$ cat config.mk
export PLATFORM = sky130hd
export DESIGN_NAME = sop_sweeper_flat
export DESIGN_NICKNAME = d
export VERILOG_FILES = /design/src/rtl/sop_sweeper_if.sv /design/src/rtl/sop_sweeper.sv /design/src/flat_wrapper.sv
export SDC_FILE = /design/constraint.sdc
export NUM_CORES = 1
export LEC_CHECK = 0
export ABC_CLOCK_PERIOD_IN_PS = 2100
export BUFFER_PORTS_ARGS = -buffer_cell sky130_fd_sc_hd__buf_4
export CAP_MARGIN = 20
export CORE_MARGIN = 2
export CORE_UTILIZATION = 50
export DETAILED_ROUTE_END_ITERATION = 16
export HOLD_SLACK_MARGIN = 0.08
export PLACE_DENSITY = 0.76
export SYNTH_ARGS = -nofsm -noshare
export SYNTH_HDL_FRONTEND = slang
export SYNTH_SLANG_ARGS = --single-unit
$ cat constraint.sdc
create_clock -name clk -period 2.1 [get_ports clk]
set_input_delay 0.315 -clock clk [delete_from_list [all_inputs] [get_ports clk]]
set_output_delay 0.315 -clock clk [all_outputs]
set_load 0.01 [all_outputs]
$ cat src/rtl/sop_sweeper_if.sv
// Bus bundle for sop_sweeper: function config, single-eval handshake, sweep control and results.
// SOP_TERM_HITS_EN adds the per-term hit vector.
interface sop_sweeper_if #(
    parameter int NUM_VARS  = 4,
    parameter int NUM_TERMS = 4
);
    logic [NUM_VARS*NUM_TERMS-1:0] term_care;
    logic [NUM_VARS*NUM_TERMS-1:0] term_pol;
    logic                          out_inv;
    logic                          eval_valid;
    logic [NUM_VARS-1:0]           eval_vars;
    logic                          eval_ready;
    logic                          result_valid;
    logic                          result;
    logic                          start;
    logic                          busy;
    logic                          done;
    logic [(1<<NUM_VARS)-1:0]      truth_table;
    logic [NUM_VARS:0]             minterm_count;
    logic [1:0]                    dbg_state;
`ifdef SOP_TERM_HITS_EN
    logic [NUM_TERMS-1:0]          term_hits;
`endif

    modport master (
`ifdef SOP_TERM_HITS_EN
        input  term_hits,
`endif
        output term_care, term_pol, out_inv, eval_valid, eval_vars, start,
        input  eval_ready, result_valid, result, busy, done, truth_table,
               minterm_count, dbg_state
    );

    modport slave (
`ifdef SOP_TERM_HITS_EN
        output term_hits,
`endif
        input  term_care, term_pol, out_inv, eval_valid, eval_vars, start,
        output eval_ready, result_valid, result, busy, done, truth_table,
               minterm_count, dbg_state
    );
endinterface

$ cat src/rtl/sop_sweeper.sv
// Programmable sum-of-products engine: registered single evaluation plus a sweep FSM
// that captures the whole truth table. Optional macro SOP_TERM_HITS_EN exposes per-term hits.
module sop_sweeper #(
    parameter int NUM_VARS  = 4,
    parameter int NUM_TERMS = 4
) (
    input  logic          clk,
    input  logic          rst,
    sop_sweeper_if.slave  bus
);
    localparam int NC = NUM_VARS * NUM_TERMS;
    localparam int TT = 1 << NUM_VARS;
    localparam int IW = NUM_VARS + 1;
    localparam logic [IW-1:0] LAST = IW'(TT - 1);

    typedef enum logic [1:0] {IDLE = 2'd0, SWEEP = 2'd1, DONE = 2'd2} state_t;

    state_t               state_q, state_d;
    logic [IW-1:0]        index_q, index_d;
    logic [NC-1:0]        care_q, care_d;
    logic [NC-1:0]        pol_q, pol_d;
    logic                 inv_q, inv_d;
    logic [TT-1:0]        table_q, table_d;
    logic [IW-1:0]        count_q, count_d;
    logic                 result_q, result_d;
    logic                 rvalid_q, rvalid_d;
    logic [NUM_TERMS-1:0] hits_q, hits_d;

    logic [NUM_TERMS-1:0] live_hits;
    logic [NUM_TERMS-1:0] sweep_hits;
    logic                 sweep_f;
    logic                 eval_accept;

    function automatic logic [NUM_TERMS-1:0] term_hits_f(
        input logic [NC-1:0]       care,
        input logic [NC-1:0]       pol,
        input logic [NUM_VARS-1:0] vars
    );
        logic [NUM_TERMS-1:0] h;
        for (int t = 0; t < NUM_TERMS; t++) begin
            h[t] = 1'b1;
            for (int v = 0; v < NUM_VARS; v++) begin
                h[t] = h[t] & (~care[t*NUM_VARS+v] | (vars[v] ~^ pol[t*NUM_VARS+v]));
            end
        end
        return h;
    endfunction

    // Single eval handshake: a request transfers on a rising edge where eval_valid && eval_ready;
    // eval_ready is low for the whole sweep, and the result is a one-cycle result_valid pulse.
    always_comb begin
        live_hits   = term_hits_f(bus.term_care, bus.term_pol, bus.eval_vars);
        sweep_hits  = term_hits_f(care_q, pol_q, index_q[NUM_VARS-1:0]);
        sweep_f     = (|sweep_hits) ^ inv_q;
        eval_accept = bus.eval_valid && (state_q == IDLE);

        state_d  = state_q;
        index_d  = index_q;
        care_d   = care_q;
        pol_d    = pol_q;
        inv_d    = inv_q;
        table_d  = table_q;
        count_d  = count_q;
        result_d = result_q;
        hits_d   = hits_q;
        rvalid_d = eval_accept;

        if (eval_accept) begin
            result_d = (|live_hits) ^ bus.out_inv;
            hits_d   = live_hits;
        end

        case (state_q)
            IDLE: begin
                if (bus.start) begin
                    care_d  = bus.term_care;
                    pol_d   = bus.term_pol;
                    inv_d   = bus.out_inv;
                    index_d = '0;
                    table_d = '0;
                    count_d = '0;
                    state_d = SWEEP;
                end
            end
            SWEEP: begin
                table_d[index_q[NUM_VARS-1:0]] = sweep_f;
                count_d = count_q + IW'(sweep_f);
                if (index_q == LAST) begin
                    state_d = DONE;
                end else begin
                    index_d = index_q + 1'b1;
                end
            end
            DONE:    state_d = IDLE;
            default: state_d = IDLE;
        endcase
    end

    always_ff @(posedge clk or posedge rst) begin
        if (rst) begin
            state_q  <= IDLE;
            index_q  <= '0;
            care_q   <= '0;
            pol_q    <= '0;
            inv_q    <= 1'b0;
            table_q  <= '0;
            count_q  <= '0;
            result_q <= 1'b0;
            rvalid_q <= 1'b0;
            hits_q   <= '0;
        end else begin
            state_q  <= state_d;
            index_q  <= index_d;
            care_q   <= care_d;
            pol_q    <= pol_d;
            inv_q    <= inv_d;
            table_q  <= table_d;
            count_q  <= count_d;
            result_q <= result_d;
            rvalid_q <= rvalid_d;
            hits_q   <= hits_d;
        end
    end

    assign bus.busy          = (state_q != IDLE);
    assign bus.eval_ready    = (state_q == IDLE);
    assign bus.done          = (state_q == DONE);
    assign bus.result        = result_q;
    assign bus.result_valid  = rvalid_q;
    assign bus.truth_table   = table_q;
    assign bus.minterm_count = count_q;
    assign bus.dbg_state     = state_q;
`ifdef SOP_TERM_HITS_EN
    assign bus.term_hits     = hits_q;
`else
    logic unused_hits;
    assign unused_hits = ^hits_q;
`endif
endmodule

$ cat src/flat_wrapper.sv
// flat-port wrapper written by rule: the top's interface ports become plain ports
module sop_sweeper_flat 
#(
    parameter int NUM_VARS  = 4,
    parameter int NUM_TERMS = 4
)
  (clk, rst, bus_term_care, bus_term_pol, bus_out_inv, bus_eval_valid, bus_eval_vars, bus_start, bus_eval_ready, bus_result_valid, bus_result, bus_busy, bus_done, bus_truth_table, bus_minterm_count, bus_dbg_state);
  sop_sweeper_if #(.NUM_VARS(NUM_VARS), .NUM_TERMS(NUM_TERMS)) bus_i ();
  input  logic clk;
  input  logic rst;
  input wire logic [$bits(bus_i.term_care)-1:0] bus_term_care;
  input wire logic [$bits(bus_i.term_pol)-1:0] bus_term_pol;
  input wire logic [$bits(bus_i.out_inv)-1:0] bus_out_inv;
  input wire logic [$bits(bus_i.eval_valid)-1:0] bus_eval_valid;
  input wire logic [$bits(bus_i.eval_vars)-1:0] bus_eval_vars;
  input wire logic [$bits(bus_i.start)-1:0] bus_start;
  output wire logic [$bits(bus_i.eval_ready)-1:0] bus_eval_ready;
  output wire logic [$bits(bus_i.result_valid)-1:0] bus_result_valid;
  output wire logic [$bits(bus_i.result)-1:0] bus_result;
  output wire logic [$bits(bus_i.busy)-1:0] bus_busy;
  output wire logic [$bits(bus_i.done)-1:0] bus_done;
  output wire logic [$bits(bus_i.truth_table)-1:0] bus_truth_table;
  output wire logic [$bits(bus_i.minterm_count)-1:0] bus_minterm_count;
  output wire logic [$bits(bus_i.dbg_state)-1:0] bus_dbg_state;
  assign bus_i.term_care = bus_term_care;
  assign bus_i.term_pol = bus_term_pol;
  assign bus_i.out_inv = bus_out_inv;
  assign bus_i.eval_valid = bus_eval_valid;
  assign bus_i.eval_vars = bus_eval_vars;
  assign bus_i.start = bus_start;
  assign bus_eval_ready = bus_i.eval_ready;
  assign bus_result_valid = bus_i.result_valid;
  assign bus_result = bus_i.result;
  assign bus_busy = bus_i.busy;
  assign bus_done = bus_i.done;
  assign bus_truth_table = bus_i.truth_table;
  assign bus_minterm_count = bus_i.minterm_count;
  assign bus_dbg_state = bus_i.dbg_state;
  sop_sweeper #(.NUM_VARS(NUM_VARS), .NUM_TERMS(NUM_TERMS)) u_core (.clk(clk), .rst(rst), .bus(bus_i));
endmodule
==> impl_results.md, run 1 <==
- Cell chain of the critical path: xor2_1 -> a22oi_2 -> a22oi_2 -> nand2_2 -> xor2_2 -> ha_2 -> ha_2 -> nand2_1 -> nand3_2 -> o21ai_0
- Hold Crit Endpoint: u_core.inv_q
- CP max FO: 5
- Fill cells: slightly above 500
- Ys async rst share: 100%
- Seq cells post-synth: 63
- Status: finished, final reports clean
- Synth-to-Final Area Change: 25.9%
- Final period util: a little under 100%
- Total gr overflow: 0
- Max-slew headroom: 65.6%
- Worst path bufs/invs: 0
- Reg2Reg Depth: 10
- Final std cells w/o fill: 492
- Worst Max-Slew Pin Slew: 0.513 ns
- Root Buffer: clkbuf_8
- Initial DRC count: 215
- Cell area after synthesis: approximately 0.0035 mm^2
- DRC Markers: 0
- Hold_sp: bus_out_inv
- R2R setup slack: 0.06 ns
- # H-tree levels: 3
- Via-to-Cell Ratio: ~5.7
- Arr. time, crit path: roughly 2.2 ns
- Die H: between 80 and 90 um
- Inst Count DP: 474
- Detail Placement HPWL: 6.16 mm
- Placer Congestion: 0.822
- Final Max Tran Viols: 0
- Crit path largest cell delay: 0.46 ns
- Slowest-stage cell, CP: dfrtp_2
- Net Count, Synth: 368
- Worst Path Required: 2.29 ns
- Commonest non-fill, non-tap cell in the layout: buf_4
- Met2 WL post-DR: ~4.4 mm
- Net count, final: 440
- Max Fclk: 491 MHz
- Largest net degree at the start of global routing: 36
- Final period demand of the worst path: 2.04 ns
- Post-synth EDFFs: 0
- Register area share after synthesis: 44.8%
- CTS tree: built
- Post-DR wirelength/cell: 17.5 um
- Setup TNS Final: 0 ns
- Top layer in use: met4
- Setup violators final: 0
- Initial core utilization: 51.8%
- Worst skew pair latency: 0.33 ns
- Final Hold Vio Count: 0
- # rows: 30
- First-pass GRT wire length: between 10 and 15 mm
- Critical R2R Launch: u_core.index_q[2]
- Drt pass-1 iters: 4
- # diodes: 0
- Hold-critical path depth: 3
- CTS Buf Count: 9
- Setup Skew: 0.00848 ns
- CP Class: reg -> reg
- Total core area: 0.00679 mm^2
- Post-Synthesis Cells: 320
- CTS sink cnt: 63
- Yosys Warn Count: 0
- Clock buffer depth: 2
- Total Routing Usage GR: between 20% and 30%
- Initial antenna violation count: 0
- Syn avg cell area: roughly 11 um^2
- Die ar.: ~0.0077 mm^2
- Most frequent cells in the layout: 84 x buf_4, 59 x dfrtp_1, 34 x nand3_1
- IO Pins: 69
- Top delay family on crit path: flip-flops
- Lkg Pwr: 2.03 nW
- Max Cap Viol: 0
- Top_reg_cell synth: dfrtp_1
- Met3 routed WL: 368 um
- Routed vias: 2796
- WL final: between 8 and 9 mm
- Crit. End Element: flop
- Antenna Nets Post-Route: 0
- Die W: 87.9 um
- Worst reg2reg endpoint: u_core.bus.minterm_count[2]
- Pwr/cell area: about 1600 mW/mm^2
- Crit path launch type: flop
- Vias in the first global route: between 2000 and 3000
- Synth cell types: 32
- Min-Delay Path Class: in -> reg
- Maximum VDD drop: 0.801 mV
- M1 wire length: between 3 and 4 mm
- I/O Buffers: 68
- CTS clock-pin slew for the worst setup and hold paths: 0.07 ns
- Layout cells sized above 1: between 40% and 50%
==> worst max path at each step <==
stage                      startpoint                     endpoint  depth (start not counted)
floorplan           u_core.index_q[1]  u_core.bus.minterm_count[1]                         10
global placement    u_core.index_q[3]  u_core.bus.minterm_count[4]                         10
detailed placement  u_core.index_q[3]  u_core.bus.minterm_count[2]                         10
CTS                 u_core.index_q[3]  u_core.bus.minterm_count[2]                         10
global route        u_core.index_q[2]  u_core.bus.minterm_count[2]                         10
finish              u_core.index_q[2]  u_core.bus.minterm_count[2]                         10
==> layout make-up <==
cell class,count,area [um^2],share of cell area (%)
Multi-Input combinational cell,220,1820,40.9
Sequential cell,63,1580,35.7
Tap cell,96,120,2.71
Inverter,10,37.5,0.847
Timing Repair Buffer,88,701,15.8
Clock inverter,4,47.5,1.07
Clock buffer,11,131,2.96
==> cell usage after synthesis (2+ instances only) <==
cell type,number,share of area [%]
buf_1,3,0.32
o21ai_0,7,0.99
nand4_1,23,4.1
and2_1,2,0.36
a211o_1,16,4.0
nand3_1,35,5.0
dfrtp_1,63,45
a22oi_1,13,2.8
a22oi_2,4,1.4
inv_1,10,1.1
nand2_1,15,1.6
mux2_2,32,10
nor2b_1,5,0.89
buf_2,8,1.1
buf_6,6,1.9
xor2_1,34,8.5
ha_1,7,2.5
o211ai_1,2,0.43
clkbuf_1,8,0.85
o211ai_2,10,3.6
nor2_1,5,0.53
a22o_1,2,0.50
==> cells by family after synthesis <==
kind of cell,count (synthesis),synth area share (%)
AND/OR/NAND/NOR,88,13.0
XOR/XNOR,35,8.92
multiplexers,33,10.5
adder cells (fa/ha/maj),7,2.49
flip-flops,63,44.8
AO/OA/AOI/OAI,57,14.7
buffers and inverters,37,5.65
==> power by group <==
group / switching, W / internal (W) / total [W]
sequential: 0.000523 / 0.00179 / 0.00231
combinational: 0.00217 / 0.00174 / 0.00391
clock: 0.000453 / 0.000539 / 0.000991
==> stage by stage <==
step	power [W]	area [um^2]	util [%]	worst slack [ns]	hold WS, ns
after floorplan	0.00487	3520	-	0.111	0.420
after global placement	0.00577	4160	61.2	0.104	0.358
after detailed placement	0.00595	4160	61.2	-0.0309	0.364
after CTS	0.00697	4350	64.1	0.0212	0.210
after global routing	0.00768	4430	65.3	-0.0569	0.213
final	0.00722	4430	65.3	0.0618	0.218
==> per-layer routing <==
| layer | up-vias | GRT usage, % |
|---|---|---|
| met4 | 0 | 7.13 |
| met3 | 6 | 3.49 |
| met1 | 1414 | 31.3 |
| met2 | 73 | 39.6 |
| met5 | - | 0 |
| li1 | 1303 | - |
==> state kept, by name, summed over array words and instances (netlist names) <==
register                  count
u_core.index_q                5
u_core.bus.result_valid       1
u_core.bus.result             1
u_core.bus.truth_table       16
u_core.pol_q                 16
u_core.bus.minterm_count      5
u_core.bus.dbg_state          2
u_core.inv_q                  1
u_core.care_q                16
==> what timing repair did <==
action,in CTS,in global routing
hold endpoints to repair,19,0
pin swaps,0,11
setup endpoints to repair,2,5
setup buffers,0,2
resized for setup,1,15
hold buffers,1,0
cloned,0,0
==> tightest hold or removal path, cell delays in order <==
cell and delay [ns]:
buf_4 0.09, nand2_1 0.05, nand2_1 0.05
(Power assumes the default switching activity.)
==> run 2: changes to the inputs <==
Settings changed: CORE_ASPECT_RATIO set to 0.75, SKIP_CTS_REPAIR_TIMING set to 1.
==> run 2 against run 1 <==
Compared with the run above: sequential power barely moved; sequential share of layout area fell by 0.16 points; die area hardly changed; final cell count fell by 2.4%; core utilization increased by 0.25 points; global-route usage is 1.0 points higher; largest cell class unchanged; setup slack improved by 0.014 ns; total power is 2.4% higher; via count is 0.82% higher; clock skew hardly changed; critical path depth unchanged; clock-buffer cell count is the same; critical endpoint is now u_core.bus.minterm_count[4].
==> impl_results.md, run 2 (synthesized netlist as in run 1, its figures left out) <==
- Status: finished, final reports clean
- Antenna Nets Post-Route: 0
- Via-to-Cell Ratio: 5.87
- Final Hold Vio Count: 0
- Worst Path Required: 2.37 ns
- Arr. time, crit path: 2.30 ns
- Pwr/cell area: around 1700 mW/mm^2
- Final setup margin: 0.0762 ns
- Placer Congestion: 0.848
- Routed vias: 2819
- Final period util: 96.4%
- Cell chain of the critical path: xor2_1 -> a22oi_2 -> a22oi_4 -> nand2_2 -> xor2_2 -> ha_2 -> ha_4 -> nand4_1 -> nand3_1 -> o21ai_1
- CTS Buf Count: 9
- Worst skew pair latency: 0.35 ns
- Most frequent cells in the layout: 84 x buf_4, 59 x dfrtp_1, 35 x nand3_1
- Commonest non-fill, non-tap cell in the layout: buf_4
- Drt pass-1 iters: 4
- Initial DRC count: roughly 150
- # H-tree levels: 3
- CP Class: reg -> reg
- CTS sink cnt: 63
- Total Routing Usage GR: 24.4%
- Final period demand of the worst path: 2.02 ns
- Unrepaired setup endpoints after global routing: false
- Initial core utilization: 51.8%
- Crit path launch type: flop
- Root Buffer: clkbuf_8
- Post-route cell area: 0.00445 mm^2
- Crit path largest cell delay: 0.45 ns
- Final Max Tran Viols: 0
- Setup Skew: approximately 0.0089 ns
- Synth-to-Final Area Change: 26.5%
- Die W: 101 um
- Largest net degree at the start of global routing: 39
- Setup violators final: 0
- Die ar.: 0.00774 mm^2
- # rows: 26
- Fill cells: 534
- I/O Buffers: just under 70
- Net count, final: about 440
- Layout cells sized above 1: 42.4%
- Post-DR wirelength/cell: around 18 um
- Total gr overflow: 0
- Crit. End Element: flop
- CP max FO: 5
- Worst Max-Slew Pin Slew: 0.534 ns
- First-pass GRT wire length: 14.7 mm
- CTS tree: built
- Initial antenna violation count: 0
- Max Cap Viol: 0
- Worst slack at placement: 0.0128 ns
- Post-DP Area: 0.00412 mm^2
- Lkg Pwr: a little over 2 nW
- DRC Markers: 0
- WL final: 8.58 mm
- Clock buffer depth: 2
- CTS clock-pin slew for the worst setup and hold paths: 0.07 ns
- Die H: 76.7 um
- Max-slew headroom: 64.4%
- Slowest-stage cell, CP: dfrtp_2
- Min-Delay Path Class: in -> reg
- Max Fclk: 494 MHz
- # diodes: 0
- IO Pins: 69
- Total core area: 0.00680 mm^2
- Vias in the first global route: 2948
- Maximum VDD drop: slightly above 0.8 mV
- Detail Placement HPWL: ~6.1 mm
==> run 2: per-layer routing <==
| metal | wire (um) | vias to the layer above | GRT usage, % |
|---|---|---|---|
| met5 | 0 | - | 0 |
| met4 | 106 | 0 | 6.49 |
| met3 | 462 | 11 | 6.11 |
| met2 | 4080 | 88 | 37.5 |
| met1 | 3940 | 1416 | 34.8 |
| li1 | - | 1304 | - |
==> run 2: report_power, final <==
part / internal, W / switching, W / leakage [nW]
clock network: 0.000731 / 0.000493 / 0.112
logic: 0.00174 / 0.00210 / 1.15
registers: 0.00179 / 0.000531 / 0.775
total: 0.00426 / 0.00313 / 2.04
==> run 2: layout make-up <==
class	instances	area (um^2)	area share, %
Clock buffer	11	151	3.40
Clock inverter	5	80.1	1.80
Inverter	10	37.5	0.843
Multi-Input combinational cell	220	1820	40.8
Sequential cell	63	1580	35.5
Tap cell	84	105	2.36
Timing Repair Buffer	87	681	15.3
==> run 2: through the flow <==
step / hold slack (ns) / power, W / TNS (ns) / utilization [%] / instances
6_report: 0.182 / 0.00739 / 0 / 65.5 / 480
5_1_grt: 0.191 / 0.00789 / 0 / 65.5 / 480
4_1_cts: 0.0198 / 0.00711 / -0.0126 / 63.9 / 476
3_5_place_dp: 0.392 / 0.00585 / 0 / 60.5 / 460
3_3_place_gp: 0.383 / 0.00572 / 0 / 60.5 / 460
2_1_floorplan: 0.420 / 0.00487 / 0 / - / 320
==> run 2: worst max-delay path, delay by kind of cell (launching register included) <==
family                     cells  cell delay (ns)
AOI/OAI and AO/OA              3             0.44
xor gates and xnor gates       2             0.40
adders and majority gates      2             0.36
DFF                            1             0.45
and+or+nand+nor                3             0.29
==> run 2: final timing paths <==
check	start	endpoint	slack, ns	depth (start not counted)
setup / recovery	u_core.index_q[1]	u_core.bus.minterm_count[4]	0.08	10
hold / removal	bus_out_inv	u_core.inv_q	0.18	3
setup reg to reg	u_core.index_q[1]	u_core.bus.minterm_count[4]	0.08	10
hold reg to reg	u_core.bus.minterm_count[4]	u_core.bus.minterm_count[4]	0.51	1
max in group asynchronous	rst	u_core.index_q[0]	0.86	4
min in group asynchronous	rst	u_core.bus.result	0.56	3
==> run 3: changes to the inputs <==
Settings changed: ABC_CLOCK_PERIOD_IN_PS 2100 to 1900, CORE_UTILIZATION 50 to 55, PLACE_DENSITY 0.76 to 0.8.
Clock period 2.1 ns to 1.9 ns, I/O delays scaled along.
==> run 3 against run 2 <==
Compared with the run above: setup slack got worse by 0.12 ns; total power increased by 4.3%; combinational power increased by 7.8%; critical path depth unchanged; largest cell class unchanged; the run now ends with setup timing left; sequential cell count unchanged; critical endpoint unchanged; fmax increased by 4.1%.
==> impl_results.md, run 3 (synthesized netlist as in run 1, its figures left out) <==
- Root Buffer: clkbuf_8
- Status: complete, but fails checks
- Initial antenna violation count: 0
- Unrepaired setup endpoints after global routing: true
- Met1 GRT Util: 38.3%
- DRC Markers: 0
- Most frequent cells in the layout: 80 x buf_4, 61 x dfrtp_1, 35 x nand3_1
- Clock buffer depth: 2
- Commonest non-fill, non-tap cell in the layout: buf_4
- Via-to-Cell Ratio: 5.83
- Max-slew headroom: 68.5%
- Register area: approximately 0.0016 mm^2
- Placer Congestion: 0.834
- Initial core utilization: roughly 56%
- CTS tree: built
- Post-Route Utilization: a little over two thirds
- Initial DRC count: around 220
- Final period demand of the worst path: 1.94 ns
- CP max FO: 5
- Synth-to-Final Area Change: 24.6%
- Setup violators final: 2
- Die H: 73.3 um
- Fill cells: 466
- Worst setup path startpoint: u_core.index_q[2]
- GRT busiest layer: met2
- Area of the multi-input gates: 0.00182 mm^2
- Worst Max-Slew Pin Slew: 0.472 ns
- Max Cap Viol: 0
- CTS sink cnt: 63
- Internal power: roughly 0.0044 W
- Global routing usage on met3: 5.33%
- Total core area: around 0.0063 mm^2
- Switching Share: 43.2%
- P_sw: around 0.0033 W
- Total gr overflow: 0
- Crit path launch type: flop
- Die ar.: 0.00706 mm^2
- Critical R2R Launch: u_core.index_q[2]
- Met2 Use GR: 38.3%
- Worst slack at placement: -0.0800 ns
- Lkg Pwr: 2.01 nW
- Post-DR wirelength/cell: 17.5 um
- Sequential power share: between 30% and 40%
- Layout cells sized above 1: 39.8%
- Post-DP Area: approximately 0.0041 mm^2
- Final period util: 102%
- Setup Skew: 0.00545 ns
- CTS clock-pin slew for the worst setup and hold paths: about 0.070 ns
- IO Pins: 69
- Worst Path Required: 2.12 ns
- Detail Placement HPWL: 6.01 mm
- # H-tree levels: 3
- Die W: 96.4 um
- CTS Buf Count: 9
- Total power: 0.00770 W
- Net count, final: between 400 and 500
- Max Fclk: between 500 and 600 MHz
- Hold_sp: bus_out_inv
- First-pass GRT wire length: approximately 14 mm
- Min-Delay Path Class: in -> reg
- Crit. End Element: flop
- Post-route cell area: between 0.004 and 0.005 mm^2
- CP Class: reg -> reg
- # diodes: 0
- I/O Buffers: 68
- Final setup margin: -0.0435 ns
- Combinational fraction of design power: 53.8%
- Largest net degree at the start of global routing: 45
- Final Max Tran Viols: 0
- Maximum VDD drop: 1.15 mV
- Vias in the first global route: around 2700
- Antenna Nets Post-Route: 0
- Worst skew pair latency: 0.34 ns
- WL final: 8.29 mm
- Final Hold Vio Count: 0
- Arr. time, crit path: 2.17 ns
- Total Routing Usage GR: 25.8%
- Setup TNS Final: -0.0563 ns
- Clock power share: between 10% and 20%
- Drt pass-1 iters: 5
- Pwr/cell area: 1760 mW/mm^2
- # rows: 25
- Routed vias: 2770
- Failing checks: setup timing
[run 3: power by group through the flow]
stage          Sequential [W]  Clock [W]  Combinational [W]
2_1_floorplan         0.00241          0            0.00303
3_3_place_gp          0.00250          0            0.00390
3_5_place_dp          0.00252          0            0.00403
4_1_cts               0.00251    0.00105            0.00403
5_1_grt               0.00259    0.00111            0.00458
6_report              0.00253    0.00103            0.00414
[run 3: worst paths after layout]
| path | cells past startpoint | slack [ns] | end |
|---|---|---|---|
| worst max-delay path | 10 | -0.04 | u_core.bus.minterm_count[4] |
| worst min-delay path | 3 | 0.16 | u_core.inv_q |
| worst max register to register | 10 | -0.04 | u_core.bus.minterm_count[4] |
| worst min register to register | 1 | 0.48 | u_core.bus.minterm_count[4] |
| max in group asynchronous | 4 | 0.79 | u_core.index_q[0] |
| min in group asynchronous | 3 | 0.52 | u_core.bus.result_valid |
[run 3: metrics by stage]
step	instances	hold slack, ns
2_1_floorplan	320	0.390
3_5_place_dp	458	0.338
3_3_place_gp	458	0.330
4_1_cts	474	-0.0255
5_1_grt	475	0.178
6_report	475	0.163
[run 3: area by class of cell]
cell class	count	share of cell area [%]
clock buffer	16	3.88
inverter	10	0.856
multi-input combinational	220	41.4
sequential	63	36.0
tap	81	2.31
timing repair buffer	85	15.5
[run 3: critical path, cell delays in order, from the launching register on]
cell and delay (ns):
dfrtp_2 0.45, xor2_1 0.21, a22oi_2 0.12, a22oi_4 0.22
nand2_2 0.08, xor2_1 0.14, ha_2 0.22, ha_4 0.13
nand4_1 0.11, nand3_1 0.08, o21ai_1 0.06
[run 3: layer usage]
metal  vias to the layer above  routed length [um]
met3                        14                 479
li1                       1303                   -
met1                      1361                3830
met4                         0                 142
met2                        92                3840
met5                         -                   0
